### src/rtl/regfile_dump_ctrl.sv
`default_nettype none
// ============================================================================
// Module      : regfile_dump_ctrl
// Description : Register-file initiator. It streams all registers out over a
//               valid/ready port (dump), or it writes registers 1..2**R-1 from
//               an input stream (load).
//               Define REGFILE_DUMP_ADDR_EN to add the dout_addr output.
// Revision    : 1.0  initial release
// ============================================================================
module regfile_dump_ctrl #(
    parameter int N = 16,
    parameter int R = 3
) (
    input  logic         clk,
    input  logic         reset,
    input  logic         start_dump,
    input  logic         start_load,
    output logic         busy,
    output logic         done,
    output logic [R-1:0] ra,
    input  logic [N-1:0] rd,
    output logic         we,
    output logic [R-1:0] wa,
    output logic [N-1:0] wd,
    output logic         dout_valid,
    input  logic         dout_ready,
    output logic [N-1:0] dout_data,
`ifdef REGFILE_DUMP_ADDR_EN
    output logic [R-1:0] dout_addr,
`endif
    input  logic         din_valid,
    output logic         din_ready,
    input  logic [N-1:0] din_data
);

    localparam int           DEPTH  = 1 << R;
    localparam logic [R-1:0] c_LAST = R'(DEPTH - 1);

    localparam logic [2:0] c_IDLE     = 3'd0;
    localparam logic [2:0] c_DUMP_RD  = 3'd1;
    localparam logic [2:0] c_DUMP_OUT = 3'd2;
    localparam logic [2:0] c_LOAD     = 3'd3;
    localparam logic [2:0] c_FIN      = 3'd4;

    logic [2:0]   r_state;
    logic [R-1:0] r_idx;
    logic         r_we;
    logic [R-1:0] r_wa;
    logic [N-1:0] r_wd;
    logic [N-1:0] r_dout_data;
`ifdef REGFILE_DUMP_ADDR_EN
    logic [R-1:0] r_dout_addr;
`endif

    always_ff @(posedge clk) begin
        if (reset) begin
            r_state     <= c_IDLE;
            r_idx       <= '0;
            r_we        <= 1'b0;
            r_wa        <= '0;
            r_wd        <= '0;
            r_dout_data <= '0;
`ifdef REGFILE_DUMP_ADDR_EN
            r_dout_addr <= '0;
`endif
        end else begin
            r_we <= 1'b0;
            case (r_state)
                c_IDLE: begin
                    if (start_dump) begin
                        r_state <= c_DUMP_RD;
                        r_idx   <= '0;
                    end else if (start_load) begin
                        r_state <= c_LOAD;
                        r_idx   <= R'(1);
                    end
                end
                c_DUMP_RD: begin
                    r_dout_data <= rd;
`ifdef REGFILE_DUMP_ADDR_EN
                    r_dout_addr <= r_idx;
`endif
                    r_state     <= c_DUMP_OUT;
                end
                c_DUMP_OUT: begin
                    if (dout_ready) begin
                        // Last-index test precedes the increment so idx never wraps.
                        if (r_idx == c_LAST) begin
                            r_state <= c_FIN;
                        end else begin
                            r_idx   <= r_idx + 1'b1;
                            r_state <= c_DUMP_RD;
                        end
                    end
                end
                c_LOAD: begin
                    if (din_valid) begin
                        r_we <= 1'b1;
                        r_wa <= r_idx;
                        r_wd <= din_data;
                        if (r_idx == c_LAST) begin
                            r_state <= c_FIN;
                        end else begin
                            r_idx <= r_idx + 1'b1;
                        end
                    end
                end
                c_FIN: begin
                    r_state <= c_IDLE;
                end
                default: begin
                    r_state <= c_IDLE;
                end
            endcase
        end
    end

    assign busy       = (r_state != c_IDLE);
    assign done       = (r_state == c_FIN);
    assign dout_valid = (r_state == c_DUMP_OUT);
    assign din_ready  = (r_state == c_LOAD);
    assign ra         = r_idx;
    assign we         = r_we;
    assign wa         = r_wa;
    assign wd         = r_wd;
    assign dout_data  = r_dout_data;
`ifdef REGFILE_DUMP_ADDR_EN
    assign dout_addr  = r_dout_addr;
`endif

endmodule
`default_nettype wire

### config.mk
export PLATFORM = sky130hd
export DESIGN_NAME = regfile_dump_ctrl
export DESIGN_NICKNAME = d
export VERILOG_FILES = /design/src/rtl/regfile_dump_ctrl.sv
export SDC_FILE = /design/constraint.sdc
export NUM_CORES = 1
export LEC_CHECK = 0
export CAP_MARGIN = 30
export CORE_ASPECT_RATIO = 1.2
export CORE_MARGIN = 2
export CORE_UTILIZATION = 30
export CTS_BUF_LIST = sky130_fd_sc_hd__clkbuf_4
export DETAILED_ROUTE_END_ITERATION = 7
export PLACE_DENSITY = 0.61
export SETUP_SLACK_MARGIN = 0.1
export SLEW_MARGIN = 20
export SYNTH_ARGS = -nofsm -noshare
export SYNTH_HDL_FRONTEND = slang
export SYNTH_SLANG_ARGS = --single-unit
### constraint.sdc
create_clock -name clk -period 3.3 [get_ports clk]
set_clock_uncertainty 0.2 [all_clocks]
set_input_delay 0.66 -clock clk [delete_from_list [all_inputs] [get_ports clk]]
set_output_delay 0.66 -clock clk [all_outputs]
set_load 0.02 [all_outputs]
==> results.toml <==
[power_and_ir_drop]
ir_drop_uv = 156
p_leak_nw = 0.899
switching_share_pct = 28.1
power_frac_comb_pct = 22.0
power_frac_seq_pct = 54.7
intPower_uw = 727
power.switching_uw = 284
clkPwrFrac_pct = 23.3
power_density_nw_per_um2 = 398

[sta]
rsz0062_at_grt = "no"
tightest_slew_ps = 752
fmax_mhz = 343
tns_ps = 0
finalCriticalPeriod_ps = 2910
finalSetupViolCount = 0
hold_violations = 0
max-slew-margin-rel_pct = 49.8
drv_slew = 0
post-route-period-util_pct = 88.2

[critical_path]
cp_slowest_cell = "dfxtp_1"
endpoint_kind = "primary output"
criticalPathCategory = "reg2out"
path_max_fanout = 13
crit_top_cell = "nor2b_1"
arrival_ps = 2050
worstPathRequired_ps = 2440
path_cells = "nor2b_1 -> nor2b_1 -> clkdlybuf4s50_1"
start_kind = "flop"
cp_slowest_stage_delay_ps = 610

[run_status]
status = "completed"

[clocking]
cts_buffer_depth = 2
post_cts_buffers = 0
h-tree-depth = 2
ctsHoldBuffers = 0
cts_buffers = 5
post_cts_resized = 0
clkTransAtPathRegs_ps = 120
insertion_delay_ps = 340
cts_tree = "done"
clock_tree.root_cell = "clkbuf_4"
cts.sinks = 42

[global_routing]
grt_pass1_wl_mm = 6.67
grt_use_total_pct = 13.4
grt_pass1_vias = 1441
antenna_found_initial = 0
grt_max_degree = 22
grt_remaining_overflow = 0

[place]
dp.cells = 331
io_buffers = 80
place_area_um2 = 2490
dp_hpwl_mm = 2.93
gp_congestion = 0.733

[floorplan]
initial_core_util_pct = 31.5
die-width_um = 72.5
row_count = 29
coreArea_um2 = 5370
dieArea_um2 = 6250
ios = 81
fp.dieH_um = 86.2

[synthesis]
synthTopCellsByArea = "dfxtp_1, nand2_1, a21oi_1"
synth_edf_count = 0
synth-xor-area-share_pct = 0
syn_inst = 201
synth_warnings = 0
ys_top_cells_by_count = "nand2_1, dfxtp_1, a21oi_1"
async_flop_share_pct = 0
ys_seq_area_share_pct = 49.8
syn_nets = 241
synth_area_leader_cell = "dfxtp_1"
ys_seq_elements = 42
synth-simple-area-share_pct = 26.4
synth_top_family_by_area = "simple AND/OR/NAND/NOR gates"
yosysUniqueCellTypes = 32
synthAdderAreaFrac_pct = 1.48
synth_area_um2 = 1690
synthMuxAreaShare_pct = 2.44
synth_top_area_share_pct = 49.8
synth_compound_area_share_pct = 14.1
ys.flop_type = "dfxtp_1"
yosys.cell_count.top_type = "nand2_1"
syn_area_per_cell_um2 = 8.40

[detailed_routing]
via_count = 1559
ant_nets = 0
drcViolationCount = 0
avgRoutedWirePerCell_um = 12.3
wirelength_mm = 4.16
dr.pass1.iters = 4
vias_per_cell = 4.61
drt_iter0_drc = 65

[job]
cap_violations = 0

[cells_and_area]
fin_cells = 338
area_growth_syn_to_layout_pct = 50.3
final_core_util_pct = 47.3
final_nets = 316
n_antenna_cell = 0
drive_gt1_share_pct = 5.80
fin_area_um2 = 2540

[worst_hold_path]
hold_class = "reg2reg"
worst max-delay path, delay by kind of cell, from the launching register on:
kind	cells	cell delay [ps]
buffers and inverters	1	610
DFF	1	610
and+or+nand+nor	2	500
metrics by stage:
| step | total power, mW | hold slack (ps) | worst slack (ps) |
|---|---|---|---|
| 6_report | 1.01 | 258 | 388 |
| 5_1_grt | 1.08 | 279 | 212 |
| 4_1_cts | 1.03 | 263 | 349 |
| 3_5_place_dp | 0.791 | 246 | 759 |
| 3_3_place_gp | 0.790 | 240 | 796 |
| 2_1_floorplan | 0.686 | 333 | 1300 |
power by group through the flow:
stage | logic [mW] | clock network, mW | registers [mW]
after floorplan | 0.103 | 0 | 0.583
after global placement | 0.226 | 0 | 0.564
after detailed placement | 0.226 | 0 | 0.565
after CTS | 0.227 | 0.254 | 0.553
after global routing | 0.242 | 0.276 | 0.558
final | 0.223 | 0.236 | 0.553
sequential cells by signal (all words and copies together) (netlist names):
signal     flops
wd            16
we             1
dout_data     16
wa             3
r_state        3
ra             3
cells in the final DEF (no fill, tap or decap), drive strengths merged, types with 2 or more instances in the layout:
cell and count:
mux2i 3, ha 2, nand2 71, a21oi 36, nand2b 3, and2 2, nor2b 3, dfxtp 42
nand3b 2, and4b 2, clkbuf 5, nor2 5, clkdlybuf4s50 80, or3 2, nor3b 2, buf 3
clkinv 2
final timing paths:
| path | startpoint | end | slack (ps) | cells after the start |
|---|---|---|---|---|
| setup / recovery | r_state[1] | dout_valid | 390 | 3 |
| setup reg to reg | r_state[1] | wd[10] | 1390 | 3 |
| hold / removal | wd[6] | wd[6] | 260 | 2 |
| hold reg to reg | wd[6] | wd[6] | 260 | 2 |
cell type report:
type                    instances  area (um^2)
clock buffers                   5         37.5
clock inverters                 2         10.0
fillers                       579         2830
multi-input cells             144          749
flip-flops and latches         42          841
well taps                      62         77.6
repair buffers                 83          823
per-layer routing:
metal / track usage (%) / share of wire, %
met1: 16.0 / 43
met2: 22.5 / 48
met4: 5.05 / 1.0
met3: 4.19 / 7.5
met5: 0 / 0
logic make-up (layout without fill, tap and decap cells):
logic type	after synthesis	in the layout
AO/OA/AOI/OAI	42	42
flip-flops	42	42
buffers and inverters	15	90
AND/OR/NAND/NOR	96	96
multiplexers	4	4
adder cells (fa/ha/maj)	2	2
Note: power is estimated with default switching activity, not from simulation.
